===== src/rtl/cpu_uart.sv =====
// CPU-mapped 8N1 UART: data/status registers, TX and RX state machines, RX buffer.
// Define UART_RX_FIFO_EN for a 4-entry RX FIFO; otherwise RX holds a single byte.
module cpu_uart #(
  parameter int BAUD_DIV = 35
) (
  input  logic       clk,
  input  logic       reset,
  input  logic       cs,
  input  logic       we,
  input  logic       rs,
  input  logic [7:0] din,
  output logic [7:0] dout,
  output logic       irq,
  input  logic       rx,
  output logic       tx
);

  localparam int CW = $clog2(BAUD_DIV);
  localparam logic [CW-1:0] BAUD_LAST = CW'(BAUD_DIV - 1);
  localparam logic [CW-1:0] BAUD_HALF = CW'(BAUD_DIV / 2 - 1);

  typedef enum logic [1:0] {TX_IDLE, TX_START, TX_DATA, TX_STOP} tx_state_t;
  typedef enum logic [1:0] {RX_IDLE, RX_START, RX_DATA, RX_STOP} rx_state_t;

  logic rd_data, rd_stat, wr_data, wr_ctrl;
  logic rxie, txie, txrdy, rxrdy, overrun, framing;
  logic [7:0] status;

  tx_state_t tx_state, tx_state_next;
  logic [CW-1:0] tx_baud, tx_baud_next;
  logic [2:0] tx_bit, tx_bit_next;
  logic [7:0] tx_shift, tx_shift_next, tx_hold;
  logic tx_load, tx_line_next;

  rx_state_t rx_state, rx_state_next;
  logic [CW-1:0] rx_baud, rx_baud_next;
  logic [2:0] rx_bit, rx_bit_next;
  logic [7:0] rx_shift, rx_shift_next, rx_head;
  logic rx_p0, rx_p1, rx_p2;
  logic rx_done, pop, push, ovr_evt, frm_evt;

  assign rd_data = cs & ~we & ~rs;
  assign rd_stat = cs & ~we & rs;
  assign wr_data = cs & we & ~rs;
  assign wr_ctrl = cs & we & rs;

  assign status = {irq, 3'b000, framing, overrun, txrdy, rxrdy};

  // ---- CPU register interface ----
  always_ff @(posedge clk) begin
    if (reset) begin
      dout    <= 8'h00;
      irq     <= 1'b0;
      rxie    <= 1'b0;
      txie    <= 1'b0;
      txrdy   <= 1'b1;
      overrun <= 1'b0;
      framing <= 1'b0;
    end else begin
      if (rd_stat)      dout <= status;
      else if (rd_data) dout <= rx_head;
      irq <= (rxie & rxrdy) | (txie & txrdy);
      if (wr_ctrl) begin
        rxie <= din[0];
        txie <= din[1];
      end
      if (tx_load)                txrdy <= 1'b1;
      else if (wr_data && txrdy)  txrdy <= 1'b0;
      // Clear-on-read takes the pre-read value into dout; a same-cycle event wins.
      overrun <= (overrun & ~rd_stat) | ovr_evt;
      framing <= (framing & ~rd_stat) | frm_evt;
    end
  end

  always_ff @(posedge clk) begin
    if (wr_data && txrdy) tx_hold <= din;
  end

  // ---- TX state machine ----
  always_comb begin
    tx_state_next = tx_state;
    tx_baud_next  = tx_baud + CW'(1);
    tx_bit_next   = tx_bit;
    tx_shift_next = tx_shift;
    tx_load       = 1'b0;
    unique case (tx_state)
      TX_IDLE: begin
        tx_baud_next = '0;
        if (!txrdy) begin
          tx_load       = 1'b1;
          tx_shift_next = tx_hold;
          tx_state_next = TX_START;
        end
      end
      TX_START: begin
        if (tx_baud == BAUD_LAST) begin
          tx_baud_next  = '0;
          tx_bit_next   = 3'd0;
          tx_state_next = TX_DATA;
        end
      end
      TX_DATA: begin
        if (tx_baud == BAUD_LAST) begin
          tx_baud_next  = '0;
          tx_shift_next = {1'b0, tx_shift[7:1]};
          tx_bit_next   = tx_bit + 3'd1;
          if (tx_bit == 3'd7) tx_state_next = TX_STOP;
        end
      end
      TX_STOP: begin
        if (tx_baud == BAUD_LAST) begin
          tx_baud_next = '0;
          // A waiting byte starts immediately so back-to-back frames have no gap.
          if (!txrdy) begin
            tx_load       = 1'b1;
            tx_shift_next = tx_hold;
            tx_state_next = TX_START;
          end else begin
            tx_state_next = TX_IDLE;
          end
        end
      end
      default: tx_state_next = TX_IDLE;
    endcase
    tx_line_next = (tx_state_next == TX_START) ? 1'b0 :
                   (tx_state_next == TX_DATA)  ? tx_shift_next[0] : 1'b1;
  end

  always_ff @(posedge clk) begin
    if (reset) begin
      tx_state <= TX_IDLE;
      tx_baud  <= '0;
      tx_bit   <= 3'd0;
      tx       <= 1'b1;
    end else begin
      tx_state <= tx_state_next;
      tx_baud  <= tx_baud_next;
      tx_bit   <= tx_bit_next;
      tx       <= tx_line_next;
    end
  end

  always_ff @(posedge clk) begin
    tx_shift <= tx_shift_next;
  end

  // ---- RX synchroniser: rx_p0/rx_p1 resolve metastability, rx_p2 is the edge-detect history ----
  always_ff @(posedge clk) begin
    if (reset) begin
      rx_p0 <= 1'b1;
      rx_p1 <= 1'b1;
      rx_p2 <= 1'b1;
    end else begin
      rx_p0 <= rx;
      rx_p1 <= rx_p0;
      rx_p2 <= rx_p1;
    end
  end

  // ---- RX state machine ----
  always_comb begin
    rx_state_next = rx_state;
    rx_baud_next  = rx_baud + CW'(1);
    rx_bit_next   = rx_bit;
    rx_shift_next = rx_shift;
    rx_done       = 1'b0;
    unique case (rx_state)
      RX_IDLE: begin
        rx_baud_next = '0;
        if (rx_p2 && !rx_p1) rx_state_next = RX_START;
      end
      RX_START: begin
        if (rx_baud == BAUD_HALF) begin
          rx_baud_next  = '0;
          rx_bit_next   = 3'd0;
          rx_state_next = rx_p1 ? RX_IDLE : RX_DATA;
        end
      end
      RX_DATA: begin
        if (rx_baud == BAUD_LAST) begin
          rx_baud_next  = '0;
          rx_shift_next = {rx_p1, rx_shift[7:1]};
          rx_bit_next   = rx_bit + 3'd1;
          if (rx_bit == 3'd7) rx_state_next = RX_STOP;
        end
      end
      RX_STOP: begin
        if (rx_baud == BAUD_LAST) begin
          rx_baud_next  = '0;
          rx_done       = 1'b1;
          rx_state_next = RX_IDLE;
        end
      end
      default: rx_state_next = RX_IDLE;
    endcase
  end

  assign frm_evt = rx_done & ~rx_p1;

  always_ff @(posedge clk) begin
    if (reset) begin
      rx_state <= RX_IDLE;
      rx_baud  <= '0;
      rx_bit   <= 3'd0;
    end else begin
      rx_state <= rx_state_next;
      rx_baud  <= rx_baud_next;
      rx_bit   <= rx_bit_next;
    end
  end

  always_ff @(posedge clk) begin
    rx_shift <= rx_shift_next;
  end

  // ---- RX buffer: an arriving byte takes priority over a same-cycle pop ----
`ifdef UART_RX_FIFO_EN
  logic [7:0] fifo [4];
  logic [1:0] wptr, rptr;
  logic [2:0] count;

  assign rxrdy   = (count != 3'd0);
  assign pop     = rd_data & rxrdy;
  assign push    = rx_done & ((count != 3'd4) | pop);
  assign ovr_evt = rx_done & (count == 3'd4) & ~pop;
  assign rx_head = fifo[rptr];

  always_ff @(posedge clk) begin
    if (reset) begin
      wptr  <= 2'd0;
      rptr  <= 2'd0;
      count <= 3'd0;
    end else begin
      if (push) wptr <= wptr + 2'd1;
      if (pop)  rptr <= rptr + 2'd1;
      count <= count + 3'(push) - 3'(pop);
    end
  end

  always_ff @(posedge clk) begin
    if (push) fifo[wptr] <= rx_shift;
  end
`else
  logic [7:0] rx_buf;
  logic       rx_full;

  assign rxrdy   = rx_full;
  assign pop     = rd_data & rx_full;
  assign push    = rx_done & (~rx_full | pop);
  assign ovr_evt = rx_done & rx_full & ~pop;
  assign rx_head = rx_buf;

  always_ff @(posedge clk) begin
    if (reset)     rx_full <= 1'b0;
    else if (push) rx_full <= 1'b1;
    else if (pop)  rx_full <= 1'b0;
  end

  always_ff @(posedge clk) begin
    if (push) rx_buf <= rx_shift;
  end
`endif

endmodule

===== config.mk =====
export PLATFORM = sky130hd
export DESIGN_NAME = cpu_uart
export DESIGN_NICKNAME = d
export VERILOG_FILES = /design/src/rtl/cpu_uart.sv
export SDC_FILE = /design/constraint.sdc
export NUM_CORES = 1
export LEC_CHECK = 0
export ABC_CLOCK_PERIOD_IN_PS = 2550
export CORE_AREA = 2 2 83 85
export DETAILED_ROUTE_END_ITERATION = 8
export DIE_AREA = 0 0 85 87
export PLACE_DENSITY = 0.77
export SETUP_SLACK_MARGIN = 0.1
export SLEW_MARGIN = 20
export SYNTH_ARGS = -nofsm -noshare
export SYNTH_HDL_FRONTEND = slang
export SYNTH_SLANG_ARGS = --single-unit

===== constraint.sdc =====
create_clock -name clk -period 2.55 [get_ports clk]
set_clock_uncertainty 0.1 [all_clocks]
set_input_delay 0.255 -clock clk [delete_from_list [all_inputs] [get_ports clk]]
set_output_delay 0.255 -clock clk [all_outputs]
set_load 0.05 [all_outputs]

### Word level (Yosys, flattened, before mapping)

Index checks and enable logic that the tools add are counted.
Widths: inputs -> output; s select.

| cells by class | value |
|---|---|
| add/sub/neg operators | 4 |
| equal/unequal tests | 21 |
| multiplexer cells | 40 |
| bitwise logic cells | 25 |
| reductions and logical operators | 19 |

Operator list:

| cell | count |
|---|---|
| $mux 8 | 5 |
| $pmux 8 s3 | 1 |
| $mux 2 | 11 |
| $mux 6 | 3 |
| $pmux 6 s3 | 1 |
| $ne 2x2->1 const B | 8 |
| $pmux 2 s4 | 2 |
| $and 1x1->1 | 15 |
| $add 6x1->6 const B | 2 |
| $eq 6x6->1 const B | 2 |
| $mux 3 | 4 |
| $pmux 3 s2 | 2 |
| $pmux 6 s2 | 1 |
| $eq 2x2->1 const B | 5 |
| $mux 1 | 9 |
| $reduce_and 3->1 | 3 |
| $reduce_bool 2->1 | 4 |
| $add 3x1->3 const B | 2 |
| $eq 2x1->1 const B | 3 |
| $eq 3x3->1 const B | 2 |
| $eq 6x5->1 const B | 1 |
| $not 1->1 | 6 |
| $reduce_or 2->1 | 3 |
| $reduce_and 5->1 | 1 |
| other kinds (8) | 13 |

| word-level totals | value |
|---|---|
| register bits | 73 |
| input bits | 14 |
| output and inout bits | 10 |
| logic and storage cells | 133 |

### Depth between registers and ports, before layout

Gate-level depths: netlist of run 1.

| logic depth | value |
|---|---|
| depth in word-level cells | 7 |
| depth in mapped cells | 8 |
| gate-level depth less buffers | 7 |

### Worst setup path before layout of run 1

No wires, ideal clock.

| path | value |
|---|---|
| path kind | register -> register |
| from | register rx_baud[0] |
| to | register rx_buf[0], enable pin |
| setup time | 375 ps |
| arrival | 1586 ps |
| required time | 2075 ps |
| slack | 489 ps |
| stages on the path, launching flop included | 7 |
| path buffers | 0 |
| period minus slack after synthesis | 2061 ps |
| cell sequence | dfxtp_1 inv_1 ha_1 nor4b_1 and2_1 nand3_1 a21oi_1 |

| on the way | value |
|---|---|
| longest elaborated chain between the ends | 4 |

RTL lines:

| what | RTL line | RTL |
|---|---|---|
| start, declared | 36 | `logic [CW-1:0] rx_baud, rx_baud_next;` |
| start signal, assigned | 207 | `rx_baud <= rx_baud_next;` |
| $eq 6x6->1 | 188 | `if (rx_baud == BAUD_LAST) begin` |
| $mux 1 | 188 |  |
| $mux 1 | 167 | `unique case (rx_state)` |
| $and 1x1->1 | 249 | `assign push = rx_done & (~rx_full \| pop);` |
| named net push | 40 | `logic rx_done, pop, push, ovr_evt, frm_evt;` |
| end signal, assigned | 260 | `if (push) rx_buf <= rx_shift;` |
| end, declared | 244 | `logic [7:0] rx_buf;` |

The timed path passes the listed nets, and every way through them passes these cells.
A chain may end at the register's enable or synchronous reset.

### Worst setup path in the final report of run 1

| path | value |
|---|---|
| from | register tx_state[1] |
| to | register tx |

| on the way | value |
|---|---|
| longest elaborated chain between the ends | 6 |
| elaborated cells on any way between the ends | 15 |
| those cells by class | eq/ne (5); mux (9); reduce/logical (1) |

RTL lines:

| what | RTL line | RTL |
|---|---|---|
| start, declared | 29 | `tx_state_t tx_state, tx_state_next;` |
| start signal, assigned | 136 | `tx_state <= tx_state_next;` |
| $mux 2 | 107 | `if (tx_bit == 3'd7) tx_state_next = TX_STOP;` |
| $mux 2 | 103 | `if (tx_baud == BAUD_LAST) begin` |
| $pmux 2 s4 | 86 | `unique case (tx_state)` |
| $eq 2x2->1 | 126 | `(tx_state_next == TX_DATA) ? tx_shift_next[0] : 1'b1;` |
| $mux 1 | 126 |  |
| $mux 1 * | 125 | `tx_line_next = (tx_state_next == TX_START) ? 1'b0 :` |
| end signal, assigned | 139 | `tx <= tx_line_next;` |
| end, declared | 15 | `output logic tx` |

Mark *: on every way between the ends. The rest lies on a longest branch, timed or not.

==> results of run 1 <==
## power breakdown
group	internal, mW	switching [mW]
logic	0.0858	0.101
registers	1.29	0.0350
clock network	0.383	0.492
total	1.76	0.629
## metrics by stage
step / power, mW / hold slack (ns) / util / cell area [um2] / setup slack [ns]
4_1_cts: 2.40 / 0.326 / 0.558 / 3670 / 0.516
6_report: 2.38 / 0.330 / 0.558 / 3670 / 0.509
2_1_floorplan: 1.46 / 0.254 / - / 3140 / 0.489
3_3_place_gp: 1.53 / 0.299 / 0.529 / 3470 / 0.555
5_1_grt: 2.48 / 0.344 / 0.558 / 3670 / 0.292
3_5_place_dp: 1.53 / 0.305 / 0.529 / 3470 / 0.536
## routing by layer
metal,vias up,global-route usage,part of all wire
met1,996,0.197,0.46
met4,0,0.0693,0.013
met5,-,0,0
met2,33,0.254,0.48
li1,1058,-,-
met3,8,0.0512,0.039
## synthesized netlist by cell type, types with 6 or more instances
cell type,number
edfxtp_1,31
clkbuf_1,8
dfxtp_1,42
a21oi_1,12
mux2i_1,18
nor2_1,34
inv_1,11
a211oi_1,6
nand3_1,7
nand2_1,17
o21ai_0,9
nand2b_1,6
ha_1,14
## how the worst max path moves through the flow
stage / start / endpoint / cells past startpoint / slack [ns]
after global routing: tx_state[0]$_SDFF_PP0_ / tx$_SDFF_PP1_ / 7 / 0.29
after detailed placement: rx_baud[0]$_SDFF_PP0_ / rx_buf[2]$_DFFE_PP_ / 7 / 0.54
final: tx_state[1]$_SDFF_PP0_ / tx$_SDFF_PP1_ / 7 / 0.51
after CTS: tx_state[1]$_SDFF_PP0_ / tx$_SDFF_PP1_ / 7 / 0.52
after global placement: tx_state[1]$_SDFF_PP0_ / tx$_SDFF_PP1_ / 7 / 0.55
after floorplan: rx_baud[0]$_SDFF_PP0_ / rx_buf[0]$_DFFE_PP_ / 6 / 0.49
## cell type report
| class | count | share of cell area |
|---|---|---|
| repair buffers | 30 | 0.0771 |
| clock inverters | 7 | 0.0188 |
| multi-input cells | 185 | 0.348 |
| inverters | 11 | 0.0113 |
| well taps | 80 | 0.0273 |
| clock buffers | 9 | 0.0338 |
| flip-flops and latches | 73 | 0.483 |
## cells by family after synthesis
group,count (synthesis),share of synthesized area
fa+ha+maj,14,0.0558
compound gates,46,0.103
xor+xnor,8,0.0223
mux,18,0.0574
simple gates,99,0.169
flops,73,0.564
buf+inv,22,0.0287
## sequential cells by signal, indices dropped and copies added (netlist names), 2 cells and up, named ones only
signal and flops:
rx_shift 8, dout 8, rx_baud 6, rx_buf 8
rx_bit 3, tx_state 2, tx_bit 3, tx_baud 6
tx_hold 8, tx_shift 8
==> impl_metrics.csv, run 1 <==
group,metric,value,unit
sta,setup_tns,0,ns
drt,wl,5.45,mm
min_path,hold_path_end,"rx_buf[0]$_DFFE_PP_",
drt,dr.pass1.iters,4,
grt,grt_max_degree,18,
grt,antenna_found_initial,0,
die,dieArea,7400,um2
logic_synthesis,ys_seq_area_frac,0.564,
sta,finalCriticalPeriod,2.04,ns
drt,route.detailed.drc,0,
clock_tree,h-tree-depth,3,
logic_synthesis,synthArstFlopShare,0,
critical_path,crit_arrival,2.18,ns
die,rows,30,
cells_and_area,nets,338,
sta,clock.fmax,0.490,GHz
critical_path,cpMostUsedCell,"inv_1",
drt,wl_per_cell,13.8,um
power_and_ir_drop,ir_drop,0.422,mV
critical_path,start_kind,"register",
critical_path,worstSetupPathType,"register to register",
cells_and_area,antenna_cells,0,
grt,grt_pass1_wl,9.14,mm
critical_path,critPathMaxFanout,7,
logic_synthesis,ys_types,52,
sta,finalHoldViolCount,0,
cells_and_area,final_cell_mix,"dfxtp_1, nor2_1, edfxtp_1",
drt,via_count,2095,
placement,dp_hpwl,3.84,mm
placement,place.port_buffers,23,
clock_tree,clock_latency,0.35,ns
drt,drt-initial-drc-count,79,
sta,rsz0062_at_grt,"false",
critical_path,reg2reg_slack,0.51,ns
logic_synthesis,ys.flop_type,"dfxtp_1",
grt,grt_pass1_vias,2025,
drt,vias_per_cell,5.30,
logic_synthesis,syn_area,3140,um2
clock_tree,cts_sinks,73,
logic_synthesis,syn_nets,308,
clock_tree,clkTransAtPathRegs,0.09,ns
critical_path,end_kind,"register",
critical_path,rr_startpoint,"tx_state[1]$_SDFF_PP0_",
critical_path,crit_buf_inv,2,
logic_synthesis,syn_area_per_cell,11.2,um2
sta,worst_pin_slew,0.564,ns
min_path,worstHoldPathCells,0,
sta,finalCritPeriodShare,0.801,
die,io_pins,24,
sta,setup_viol,0,
die,start_util,0.478,
logic_synthesis,synth_cells,280,
clock_tree,clockBufferDepth,2,
critical_path,r2r_end,"tx$_SDFF_PP1_",
logic_synthesis,synth-edff-count,31,
clock_tree,tritoncts,"yes",
cells_and_area,final_layout_size_suffix_gt1_frac,0.105,
critical_path,crit_slowest_cell,"a221o_1",
placement,place_congestion,0.788,
power_and_ir_drop,power_leakage,1.40,nW
cells_and_area,multi_input_area,1280,um2
cells_and_area,layout_commonest_cell,"dfxtp_1",
die,die_h,87,um
status,status,"finished clean",
cells_and_area,area_delta_synth_final,16.8,%
clock_tree,ctsRootBufferMaster,"clkbuf_8",
grt,grt_util_all_layers,0.158,
job,drv_cap,0,
sta,relSlewSlack,0.623,
critical_path,path_delay_family,"simple AND/OR/NAND/NOR gates",
placement,dpl.cell_count,379,
logic_synthesis,synthTopCellsByArea,"edfxtp_1, dfxtp_1, mux2i_1",
sta,drv_slew,0,
cells_and_area,fin_cells,395,
critical_path,crit_chain,"inv_1 -> ha_1 -> inv_1 -> and4_4 -> a221o_1 -> nor4b_2 -> o21bai_1",
min_path,hold_start,"rx_shift[0]$_DFFE_PP_",
logic_synthesis,synth_top_cell_area_share,0.297,
cells_and_area,ff_latch_area,1770,um2
clock_tree,hold_buffers,0,
clock_tree,cts.repair.resized,0,
drt,ant_nets,0,
clock_tree,numCtsBuffers,9,
logic_synthesis,ys_warn_count,0,
grt,grt-ovfl-total,0,
critical_path,r2r_cells,7,
power_and_ir_drop,powerDensity,650,nW/um2
critical_path,required,2.69,ns
cells_and_area,fill_cells,534,
critical_path,cp_slowest_stage_delay,0.37,ns
min_path,hp-class,"register to register",
die,die_w,85,um
logic_synthesis,yosys.area.top_type,"edfxtp_1",
logic_synthesis,synth-seq-cells,73,
clock_tree,postCtsSetupBuffers,0,
die,core-area,6570,um2
Power figures use the tool's default switching activity.
==> run 2, diff against run 1 <==
Settings changed: ABC_CLOCK_PERIOD_IN_PS 2550 to 2100.
Clock period 2.55 ns to 2.1 ns, I/O delays scaled along.
==> run 2 against run 1 <==
Utilization grew 1.7 points; via count shrank 1.2%; sequential power up 22%; wire length up 2.5%; sequential share of layout area shrank 1.4 points; flip-flop and latch count unchanged; register-to-register slack got worse by 0.44 ns; first-iteration DRC count rose by 46%; critical path depth grew 1; total power up 23%.
==> impl_metrics.csv, run 2 (same netlist as run 1, synthesis figures left out) <==
group,metric,value,unit
status,status,"finished clean",
die,rows,30,
drt,ant_nets,0,
min_path,hp-class,"register to register",
power_and_ir_drop,p_sw,0.710,mW
grt,grt_pass1_wl,9.39,mm
critical_path,crit_slowest_cell,"or3b_4",
clock_tree,tritoncts,"yes",
die,io_pins,24,
job,drv_cap,0,
critical_path,r2r_cells,8,
drt,via_count,2070,
die,core-area,6570,um2
cells_and_area,final_cell_mix,"dfxtp_1, nor2_1, edfxtp_1",
sta,worst_pin_slew,0.516,ns
placement,place_congestion,0.866,
grt,grt_max_degree,25,
sta,finalHoldViolCount,0,
placement,place_ws,0.0630,ns
die,die_h,87,um
grt,antenna_found_initial,0,
drt,route.detailed.drc,0,
sta,postLayoutSetupSlackWorst,0.0639,ns
power_and_ir_drop,power_leakage,1.43,nW
sta,relSlewSlack,0.655,
placement,place.port_buffers,23,
sta,rsz0062_at_grt,"true",
power_and_ir_drop,pwr-share-clk,0.373,
sta,setup_tns,0,ns
sta,clock.fmax,0.491,GHz
critical_path,cp_slowest_stage_delay,0.38,ns
sta,finalCritPeriodShare,0.970,
cells_and_area,layout_commonest_cell,"dfxtp_1",
drt,vias_per_cell,5.19,
critical_path,crit_arrival,2.21,ns
power_and_ir_drop,internal-power,2.23,mW
critical_path,crit_chain,"inv_2 -> ha_4 -> or3b_4 -> o2111a_1 -> a311oi_2 -> buf_4 -> nor4b_2 -> o21bai_1",
drt,wl,5.59,mm
sta,drv_slew,0,
drt,dr.pass1.iters,4,
drt,drt-initial-drc-count,115,
clock_tree,cts_sinks,73,
critical_path,start_kind,"register",
power_and_ir_drop,swShare,0.242,
cells_and_area,nets,342,
placement,dp_hpwl,3.79,mm
grt,grt_pass1_vias,2090,
sta,setup_viol,0,
clock_tree,h-tree-depth,3,
clock_tree,numCtsBuffers,9,
cells_and_area,area_delta_synth_final,20.4,%
critical_path,worstSetupPathType,"register to register",
clock_tree,clockBufferDepth,2,
clock_tree,clkTransAtPathRegs,0.08,ns
power_and_ir_drop,powerDensity,777,nW/um2
min_path,worstHoldPathCells,1,
cells_and_area,fill_cells,522,
clock_tree,clock_latency,0.34,ns
die,die_w,85,um
critical_path,critPathMaxFanout,4,
clock_tree,ctsRootBufferMaster,"clkbuf_8",
power_and_ir_drop,power,2.94,mW
cells_and_area,antenna_cells,0,
cells_and_area,fin_cells,399,
sta,finalCriticalPeriod,2.04,ns
power_and_ir_drop,combPwrFrac,0.079,
cells_and_area,final_layout_size_suffix_gt1_frac,0.166,
drt,wl_per_cell,14.0,um
power_and_ir_drop,ir_drop,0.672,mV
critical_path,required,2.27,ns
placement,dpl.cell_count,381,
grt,grt-ovfl-total,0,
grt,grt_util_all_layers,0.160,
critical_path,end_kind,"register",
die,start_util,0.478,
power_and_ir_drop,pwr-share-seq,0.547,
die,dieArea,7400,um2
[run 2: changes by cell type in the layout (fill, tap and decap cells not counted), moves of 3 or more]
cell / previous run / this run
ha_2: 0 / 3
inv_8: 3 / 0
dfxtp_2: 0 / 3
ha_1: 14 / 10
dfxtp_1: 42 / 39
buf_4: 7 / 10
[run 2: area by class of cell]
class                      count  area [um2]  area share
multi-input combinational    185        1340       0.354
clock buffer                   9         124      0.0328
timing repair buffer          34         325      0.0861
inverter                      11        41.3      0.0109
clock inverter                 7        77.6      0.0205
sequential                    73        1780       0.470
tap                           80         100      0.0265
[run 2: stage by stage]
stage                     cell area, um2  hold slack, ns  utilization
after floorplan                     3150           0.209            -
after global placement              3510           0.296        0.534
after detailed placement            3510           0.304        0.534
after CTS                           3720           0.315        0.566
after global routing                3780           0.307        0.575
final                               3780           0.309        0.575
[run 2: worst paths after layout]
path                               from               end  slack [ns]
setup / recovery  tx_baud[0]$_SDFF_PP0_     tx$_SDFF_PP1_        0.06
hold / removal         rx_p0$_SDFF_PP1_  rx_p1$_SDFF_PP1_        0.31
setup reg to reg  tx_baud[0]$_SDFF_PP0_     tx$_SDFF_PP1_        0.06
hold reg to reg        rx_p0$_SDFF_PP1_  rx_p1$_SDFF_PP1_        0.31
[run 2: per-layer routing]
metal	vias up	part of all wire	GRT usage
met2	31	0.50	0.263
met1	965	0.46	0.196
met4	0	0.011	0.0606
met5	-	0	0
li1	1070	-	-
met3	4	0.034	0.0550
[run 2: critical path, delay by kind of cell (launching register included)]
kind	cells	cell delay (ns)
fa+ha+maj	1	0.13
compound gates	3	0.74
buf+inv	2	0.23
simple gates	2	0.42
flops	1	0.35
[run 2: what timing repair did]
action,CTS,global route
buffers inserted,0,2
pin swaps,0,4
gates cloned,0,0
hold buffers,0,0
resized for setup,3,13
endpoints found under the setup margin,1,23
[run 2: power groups by stage]
stage,Clock [mW],Sequential (mW),Combinational (mW)
after floorplan,0,1.65,0.120
after global placement,0,1.64,0.220
after detailed placement,0,1.64,0.227
after CTS,1.12,1.61,0.232
after global routing,1.17,1.62,0.257
final,1.10,1.61,0.233
